### config.mk
export PLATFORM = sky130hd
export DESIGN_NAME = kmeans_update_acc_k3_d3
export DESIGN_NICKNAME = d
export VERILOG_FILES = /design/src/rtl/kmeans_update_acc_k3_d3.sv
export SDC_FILE = /design/constraint.sdc
export NUM_CORES = 2
export LEC_CHECK = 0
export BUFFER_PORTS_ARGS = -buffer_cell sky130_fd_sc_hd__buf_2
export CAP_MARGIN = 10
export CORE_MARGIN = 1
export CORE_UTILIZATION = 50
export CTS_CLUSTER_SIZE = 10
export DETAILED_ROUTE_END_ITERATION = 10
export PLACE_DENSITY = 0.68
export SETUP_SLACK_MARGIN = 0.02
export SYNTH_ARGS = -nofsm -noshare
export SYNTH_HDL_FRONTEND = slang
export SYNTH_SLANG_ARGS = --single-unit
### constraint.sdc
create_clock -name clk -period 7.8 [get_ports clk]
set_input_delay 1.95 -clock clk [delete_from_list [all_inputs] [get_ports clk]]
set_output_delay 1.95 -clock clk [all_outputs]
set_load 0.005 [all_outputs]
### src/rtl/kmeans_update_acc_k3_d3.sv
// kmeans_update_acc_k3_d3: per-centroid sum/count accumulator with sequential restoring-divide centroid update
module kmeans_update_acc_k3_d3 #(
    parameter int input_data_width = 16,
    parameter int count_width      = 16
) (
    input  logic                        clk,
    input  logic                        rst_n,
    input  logic                        in_valid,
    input  logic                        in_last,
    input  logic [input_data_width-1:0] input_data0,
    input  logic [input_data_width-1:0] input_data1,
    input  logic [input_data_width-1:0] input_data2,
    input  logic [1:0]                  selected_centroid,
    output logic                        in_ready,
    output logic                        out_valid,
    output logic [1:0]                  out_idx,
    output logic [input_data_width-1:0] out_data0,
    output logic [input_data_width-1:0] out_data1,
    output logic [input_data_width-1:0] out_data2,
    output logic [count_width-1:0]      out_count,
    output logic                        out_empty,
    output logic                        overflow
);
    localparam int sw  = input_data_width + count_width;
    localparam int cnw = $clog2(sw);
    localparam logic [2:0] s_acc = 3'd0, s_load = 3'd1, s_div = 3'd2, s_emit = 3'd3, s_clear = 3'd4;
    logic [2:0]                  state;
    logic [1:0]                  k;
    logic [cnw-1:0]              cnt;
    logic [sw-1:0]               sum [3][3];
    logic [count_width-1:0]      count [3];
    logic [sw-1:0]               quo [3];
    logic [sw-1:0]               quo_n [3];
    logic [count_width-1:0]      rem [3];
    logic [count_width-1:0]      rem_n [3];
    logic [count_width:0]        sh [3];
    logic [count_width-1:0]      dvs;
    logic [input_data_width-1:0] din [3];
    logic [input_data_width-1:0] dout [3];
    logic                        hit;
    logic                        sat;
    assign din[0]    = input_data0;
    assign din[1]    = input_data1;
    assign din[2]    = input_data2;
    assign out_data0 = dout[0];
    assign out_data1 = dout[1];
    assign out_data2 = dout[2];
    assign in_ready  = state == s_acc;
    assign out_valid = state == s_emit;
    assign hit       = in_valid && in_ready && selected_centroid != 2'd3;
    assign sat       = hit && &count[selected_centroid];
    // Remainder after a successful subtract is below the divisor, so the low count_width bits suffice
    always_comb begin
        for (int j = 0; j < 3; j++) begin
            sh[j]    = {rem[j], quo[j][sw-1]};
            rem_n[j] = sh[j] >= {1'b0, dvs} ? sh[j][count_width-1:0] - dvs : sh[j][count_width-1:0];
            quo_n[j] = {quo[j][sw-2:0], sh[j] >= {1'b0, dvs}};
        end
    end
    always_ff @(posedge clk) begin
        if (!rst_n) begin
            state     <= s_acc;
            k         <= 2'd0;
            cnt       <= '0;
            dvs       <= '0;
            overflow  <= 1'b0;
            out_idx   <= 2'd0;
            out_count <= '0;
            out_empty <= 1'b0;
            for (int j = 0; j < 3; j++) begin
                dout[j]  <= '0;
                quo[j]   <= '0;
                rem[j]   <= '0;
                count[j] <= '0;
                for (int i = 0; i < 3; i++) sum[j][i] <= '0;
            end
        end else begin
            case (state)
                s_acc: begin
                    if (sat) overflow <= 1'b1;
                    if (hit && !sat) begin
                        count[selected_centroid] <= count[selected_centroid] + count_width'(1);
                        for (int j = 0; j < 3; j++)
                            sum[selected_centroid][j] <= sum[selected_centroid][j] + sw'(din[j]);
                    end
                    if (in_valid && in_last) begin
                        state <= s_load;
                        k     <= 2'd0;
                    end
                end
                s_load: begin
                    dvs   <= count[k];
                    cnt   <= '0;
                    state <= s_div;
                    for (int j = 0; j < 3; j++) begin
                        quo[j] <= sum[k][j];
                        rem[j] <= '0;
                    end
                end
                s_div: begin
                    cnt <= cnt + cnw'(1);
                    for (int j = 0; j < 3; j++) begin
                        quo[j] <= quo_n[j];
                        rem[j] <= rem_n[j];
                    end
                    if (cnt == cnw'(sw - 1)) begin
                        state     <= s_emit;
                        out_idx   <= k;
                        out_count <= dvs;
                        out_empty <= dvs == '0;
                        for (int j = 0; j < 3; j++)
                            dout[j] <= dvs == '0 ? '0 : quo_n[j][input_data_width-1:0];
                    end
                end
                s_emit: begin
                    state <= k == 2'd2 ? s_clear : s_load;
                    k     <= k == 2'd2 ? 2'd0 : k + 2'd1;
                end
                s_clear: begin
                    state <= s_acc;
                    for (int j = 0; j < 3; j++) begin
                        count[j] <= '0;
                        for (int i = 0; i < 3; i++) sum[j][i] <= '0;
                    end
                end
                default: state <= s_acc;
            endcase
        end
    end
endmodule

Word level (Yosys, flattened, before mapping)
Memories as Yosys holds them, arrays and structs flattened. A register that Yosys moved wholly into a read port is not among the register bits.
Cells that the tools add are included.
{"block": "op_classes", "add_sub_neg": 9, "n_lt_le_gt_ge": 3, "n_eq_ne": 9, "muxes": 67, "bitwise_logic": 27, "n_reduce_logical": 18}
{"operator": "two-way mux 32 bit", "count": 15}
{"operator": "two-way mux 16 bit", "count": 19}
{"operator": "adder 32 x 16 -> 32 bit", "count": 3}
{"operator": "two-way mux 96 bit", "count": 1}
{"operator": "OR reduction 96 bit", "count": 1}
{"operator": "greater-or-equal comparator 17 x 16 -> 1 bit", "count": 3}
{"operator": "subtractor 16 bit", "count": 3}
{"operator": "OR 1 bit", "count": 27}
{"operator": "two-way mux 1 bit", "count": 19}
{"operator": "adder 16 x 1 -> 16 bit (second input constant)", "count": 1}
{"operator": "logical NOT 16 bit", "count": 1}
{"operator": "AND reduction 16 bit", "count": 1}
{"operator": "OR reduction 16 bit", "count": 1}
{"operator": "two-way mux 2 bit", "count": 6}
{"operator": "two-way mux 3 bit", "count": 4}
{"operator": "one-hot mux 3 bit (4 select lines)", "count": 1}
{"operator": "one-hot mux 5 bit (2 select lines)", "count": 1}
{"operator": "AND reduction 2 bit", "count": 4}
{"operator": "== test 3 x 2 -> 1 bit (second input constant)", "count": 2}
{"operator": "adder 5 x 1 -> 5 bit (second input constant)", "count": 1}
{"operator": "== test 5 bit (second input constant)", "count": 1}
{"operator": "logical AND 1 bit", "count": 5}
{"operator": "inequality test 2 bit (second input constant)", "count": 2}
{"operator": "one-hot mux 2 bit (2 select lines)", "count": 1}
{"operator": "other kinds (8)", "count": 10}
{"block": "word_totals", "register_bits": 30, "ramBits": 528, "output_inout_bits": 70, "n_memories": 5}
{"memory": "sum", "depth": 3, "word_bits": 96, "rd": 2, "rd_ports_with_merged_regs": 1, "write_ports": 3, "line_no": "30", "text": "logic [sw-1:0] sum [3][3];"}
{"memory": "quo", "depth": 3, "word_bits": 32, "rd": 3, "rd_ports_with_merged_regs": 0, "write_ports": 3, "line_no": "32", "text": "logic [sw-1:0] quo [3];"}
{"memory": "count", "depth": 3, "word_bits": 16, "rd": 2, "rd_ports_with_merged_regs": 1, "write_ports": 3, "line_no": "31", "text": "logic [count_width-1:0] count [3];"}
{"memory": "dout", "depth": 3, "word_bits": 16, "rd": 3, "rd_ports_with_merged_regs": 0, "write_ports": 3, "line_no": "39", "text": "logic [input_data_width-1:0] dout [3];"}
{"memory": "rem", "depth": 3, "word_bits": 16, "rd": 3, "rd_ports_with_merged_regs": 0, "write_ports": 3, "line_no": "34", "text": "logic [count_width-1:0] rem [3];"}

Longest topological paths before layout
{"block": "logic_depth", "ltp_word": 12, "ltp_mapped": 20}

Worst setup path after synthesis
OpenSTA, ideal clock, no wires.
{"block": "synth_path", "path_kind": "input -> register", "from": "in selected_centroid[0]", "to": "mem count[1][0], enable pin", "t_arrival_ns": 7.157, "t_required_ns": 7.326, "path_slack_ns": 0.168, "cell_stages": 15, "path_cell_list": "buf_6 -> buf_6 -> buf_6 -> buf_4 -> mux4_2 -> ha_1 -> nand2_1 -> nor2_1 -> and2_1 -> and3_4 -> or4b_1 -> clkbuf_1 -> buf_6 -> buf_6 -> nand2_1"}
{"element": "start, declared", "line_no": "13", "text": "input logic [1:0] selected_centroid,"}
{"element": "end, declared", "line_no": "31"}

==> flow_results.xml <==
<?xml version="1.0" encoding="UTF-8"?>
<metrics>
  <group name="outcome">
    <metric name="run_status" unit="">finished clean</metric>
  </group>
  <group name="synthesis">
    <metric name="yosys_warnings" unit="">0</metric>
    <metric name="arithmetic_cell_share_of_the_synthesized_area_counting_full_adders_half_adders_and_majority_gates" unit="%">3.772</metric>
    <metric name="synth-compound-area-share" unit="%">7.864</metric>
    <metric name="synth_top_area_cells" unit="">edfxtp_1, mux4_2, nor2_1, ha_1, dfxtp_1</metric>
    <metric name="synth-edff-count" unit="">640</metric>
    <metric name="synth-xor-area-share" unit="%">3.210</metric>
    <metric name="ffs_w_async_s_r_synth" unit="%">0</metric>
    <metric name="synth_top_area_share" unit="%">53.36</metric>
    <metric name="synth_area_per_cell" unit="um^2">13.29</metric>
    <metric name="yosysTopAreaCell" unit="">edfxtp_1</metric>
    <metric name="synth-simple-area-share" unit="%">10.43</metric>
    <metric name="synth_top_family_by_area" unit="">multiplexers</metric>
    <metric name="yosysUniqueCellTypes" unit="">74</metric>
    <metric name="yosys-mux-area-fraction" unit="%">14.98</metric>
    <metric name="dominantRegCellSynth" unit="">edfxtp_1</metric>
    <metric name="synthesis.area" unit="um^2">36020</metric>
    <metric name="instance_count_of_the_mapped_netlist" unit="">2711</metric>
    <metric name="yosysSeqAreaShare" unit="%">56.02</metric>
    <metric name="ys_ff_latch" unit="">688</metric>
  </group>
  <group name="die">
    <metric name="rows" unit="">98</metric>
    <metric name="start_util" unit="%">50.47</metric>
    <metric name="fp.coreArea" unit="um^2">71360</metric>
    <metric name="die_area" unit="um^2">73120</metric>
    <metric name="ios" unit="">124</metric>
    <metric name="dieWidth" unit="um">270.4</metric>
    <metric name="die_h" unit="um">270.4</metric>
  </group>
  <group name="layout">
    <metric name="syn2layout_area_growth" unit="%">11.61</metric>
    <metric name="nets" unit="">3076</metric>
    <metric name="final_cell_area" unit="um^2">40200</metric>
    <metric name="num_antenna_cells" unit="">0</metric>
    <metric name="post_layout_nonfiller_instances" unit="">3903</metric>
    <metric name="layout.core_utilization" unit="%">56.33</metric>
    <metric name="layout-drive-gt1-share" unit="%">18.39</metric>
    <metric name="final_cell_mix" unit="">edfxtp_1, nor2_1, mux4_2, inv_1, nand2_1</metric>
    <metric name="layout.cells.most_common" unit="">edfxtp_1</metric>
    <metric name="number_of_fillers_in_the_final_layout" unit="">5788</metric>
  </group>
  <group name="timing">
    <metric name="fin_ws" unit="ns">2.042</metric>
    <metric name="hold_violations" unit="">0</metric>
    <metric name="maximum_clock_skew_at_final_layout" unit="ns">0.02653</metric>
    <metric name="setup-tns-final" unit="ns">0</metric>
    <metric name="report.final.setup_viol" unit="">0</metric>
    <metric name="max_freq" unit="MHz">173.7</metric>
    <metric name="timing.max_slew.rel_slack" unit="%">25.68</metric>
    <metric name="final_worst_path_cycle_share" unit="%">73.82</metric>
    <metric name="least_margin_pin_slew" unit="ns">1.115</metric>
    <metric name="min_period" unit="ns">5.758</metric>
    <metric name="fin_hold_ws" unit="ns">0.4505</metric>
    <metric name="rsz_0062_raised_after_global_routing" unit="">false</metric>
    <metric name="final-max-slew-violation-count" unit="">0</metric>
  </group>
  <group name="placement">
    <metric name="dpl-instance-area" unit="um^2">37900</metric>
    <metric name="minimum_setup_slack_after_placement" unit="ns">1.456</metric>
    <metric name="port_buffers" unit="">123</metric>
    <metric name="cell_total_after_placement" unit="">3784</metric>
    <metric name="finalWeightedCongestion" unit="">0.8637</metric>
    <metric name="hpwl" unit="um">51980</metric>
  </group>
  <group name="cts">
    <metric name="post_cts_resized" unit="">0</metric>
    <metric name="ctsHoldBuffers" unit="">0</metric>
    <metric name="clock_path_buffers" unit="">3</metric>
    <metric name="cts_buffer_count" unit="">81</metric>
    <metric name="tritoncts_clock_tree" unit="">built</metric>
    <metric name="htreeDepth" unit="">3</metric>
    <metric name="path_clk_slew" unit="ns">0.05</metric>
    <metric name="tritoncts_num_sinks" unit="">688</metric>
    <metric name="clock_tree.root_cell" unit="">clkbuf_16</metric>
    <metric name="insertion_delay" unit="ns">0.63</metric>
    <metric name="post-cts-setup-buffer-count" unit="">0</metric>
  </group>
  <group name="detailed_routing">
    <metric name="initialDrtViolationCount" unit="">1738</metric>
    <metric name="routed_wl" unit="um">84470</metric>
    <metric name="drt-vias-per-instance" unit="">5.855</metric>
    <metric name="postRouteAntennaNets" unit="">0</metric>
    <metric name="wl_per_cell" unit="um">21.64</metric>
    <metric name="drt_pass1_iterations" unit="">5</metric>
    <metric name="via_count" unit="">22850</metric>
    <metric name="drt_drc_violations_left" unit="">0</metric>
  </group>
  <group name="global_route">
    <metric name="global_route.usage.met3" unit="%">3.467</metric>
    <metric name="antenna_violations_before_repair" unit="">1</metric>
    <metric name="wire_length_of_the_first_global_routing_pass" unit="um">132100</metric>
    <metric name="gr-usage-all-layers" unit="%">23.33</metric>
    <metric name="largest_net_degree_at_the_start_of_global_routing" unit="">113</metric>
    <metric name="gr-max-usage-layer" unit="">met2</metric>
    <metric name="first_global_vias" unit="">23530</metric>
    <metric name="grt_util_met2" unit="%">39.95</metric>
    <metric name="global_route.usage.met1" unit="%">30.67</metric>
    <metric name="gr-total-overflow" unit="">0</metric>
  </group>
  <group name="critical_path">
    <metric name="timing.critical_path.fanout_max" unit="">61</metric>
    <metric name="critPathCaptureType" unit="">flop</metric>
    <metric name="timing.critical_path.from_type" unit="">primary input</metric>
    <metric name="cp_data_required_time" unit="ns">8.13</metric>
    <metric name="timing.setup.critical_path_class" unit="">primary input to flop</metric>
    <metric name="cp_cell_sequence" unit="">clkbuf_8 -&gt; buf_4 -&gt; mux4_2 -&gt; ha_1 -&gt; a21oi_1 -&gt; o21ai_0 -&gt; a211oi_1 -&gt; o21ai_0 -&gt; a21oi_1 -&gt; nor4b_1 -&gt; a311oi_1 -&gt; nor2_1</metric>
    <metric name="critical_path.max_stage_delay" unit="ns">0.65</metric>
    <metric name="r2r_cells" unit="">11</metric>
    <metric name="cp.arrival" unit="ns">6.09</metric>
    <metric name="slowest_stage" unit="">clkbuf_8</metric>
  </group>
  <group name="job">
    <metric name="max_cap_viol_count" unit="">0</metric>
  </group>
  <group name="power">
    <metric name="ir_drop" unit="V">0.0001645</metric>
    <metric name="p_leak" unit="nW">15.25</metric>
    <metric name="p_total" unit="mW">9.748</metric>
    <metric name="power.density" unit="nW/um^2">242.5</metric>
  </group>
  <group name="hold_path">
    <metric name="hold_class" unit="">flop to flop</metric>
    <metric name="timing.hold.worst_path_depth" unit="">2</metric>
  </group>
</metrics>
[critical path, delay by kind of cell]
kind | cells | cell delay [ns]
AO/OA/AOI/OAI | 6 | 1.94
buffers and inverters | 2 | 1.01
multiplexers | 1 | 0.53
adder cells (fa/ha/maj) | 1 | 0.35
AND/OR/NAND/NOR | 2 | 0.24
[cell usage after synthesis, types with 21 or more instances]
| library cell | number |
|---|---|
| nor2_2 | 30 |
| o21ai_0 | 76 |
| buf_6 | 21 |
| nor2b_1 | 23 |
| nand2_1 | 142 |
| a21oi_1 | 99 |
| inv_1 | 155 |
| mux4_2 | 224 |
| xnor2_1 | 85 |
| mux2i_1 | 35 |
| and2_1 | 56 |
| o21a_1 | 21 |
| nor2_1 | 401 |
| edfxtp_1 | 640 |
| and3_1 | 24 |
| dfxtp_1 | 48 |
| xor2_1 | 47 |
| clkbuf_1 | 89 |
| a22o_1 | 97 |
| ha_1 | 99 |
| nand3_1 | 28 |
[worst paths after layout]
path	end	start	slack (ns)
hold / removal	out_count[6]	out_count[6]	0.45
setup reg to reg	rem[0][11]	dvs[1]	3.66
setup / recovery	sum[2][83]	selected_centroid[0]	2.04
hold reg to reg	out_count[6]	out_count[6]	0.45
[flip-flops by register name, indices dropped and copies added, names as in the netlist, named ones only]
signal     cells
sum          384
quo           96
count         64
dout          48
rem           48
dvs           16
out_count     16
cnt            5
state          3
k              2
out_idx        2
out_empty      1
overflow       1
[layout make-up]
type / instances / area (um^2) / area share, %
Inverter: 155 / 586.8 / 1.460
Clock inverter: 6 / 97.59 / 0.2428
Timing Repair Buffer: 160 / 954.7 / 2.375
Tap cell: 950 / 1189 / 2.957
Clock buffer: 113 / 2208 / 5.493
Multi-Input combinational cell: 1831 / 14980 / 37.26
Sequential cell: 688 / 20190 / 50.21
[metal layers]
layer | vias up | part of all wire, % | routed length [um]
li1 | 10470 | - | -
met1 | 11550 | 42 | 35120
met2 | 709 | 50 | 42400
met3 | 125 | 6.0 | 5044
met4 | 2 | 2.2 | 1889
met5 | - | 0.015 | 13
[power breakdown]
part / switching [mW] / internal (mW) / leakage [nW]
Combinational: 1.06 / 0.690 / 7.11
Sequential: 0.153 / 4.41 / 7.02
Clock: 1.42 / 2.01 / 1.12
Total: 2.63 / 7.11 / 15.2
[logic make-up after synthesis]
| group | after synthesis |
|---|---|
| compound gates | 414 |
| xor+xnor | 132 |
| fa+ha+maj | 105 |
| buf+inv | 303 |
| flops | 688 |
| mux | 259 |
| other cells | 1 |
| simple gates | 809 |
(Power assumes the default switching activity.)
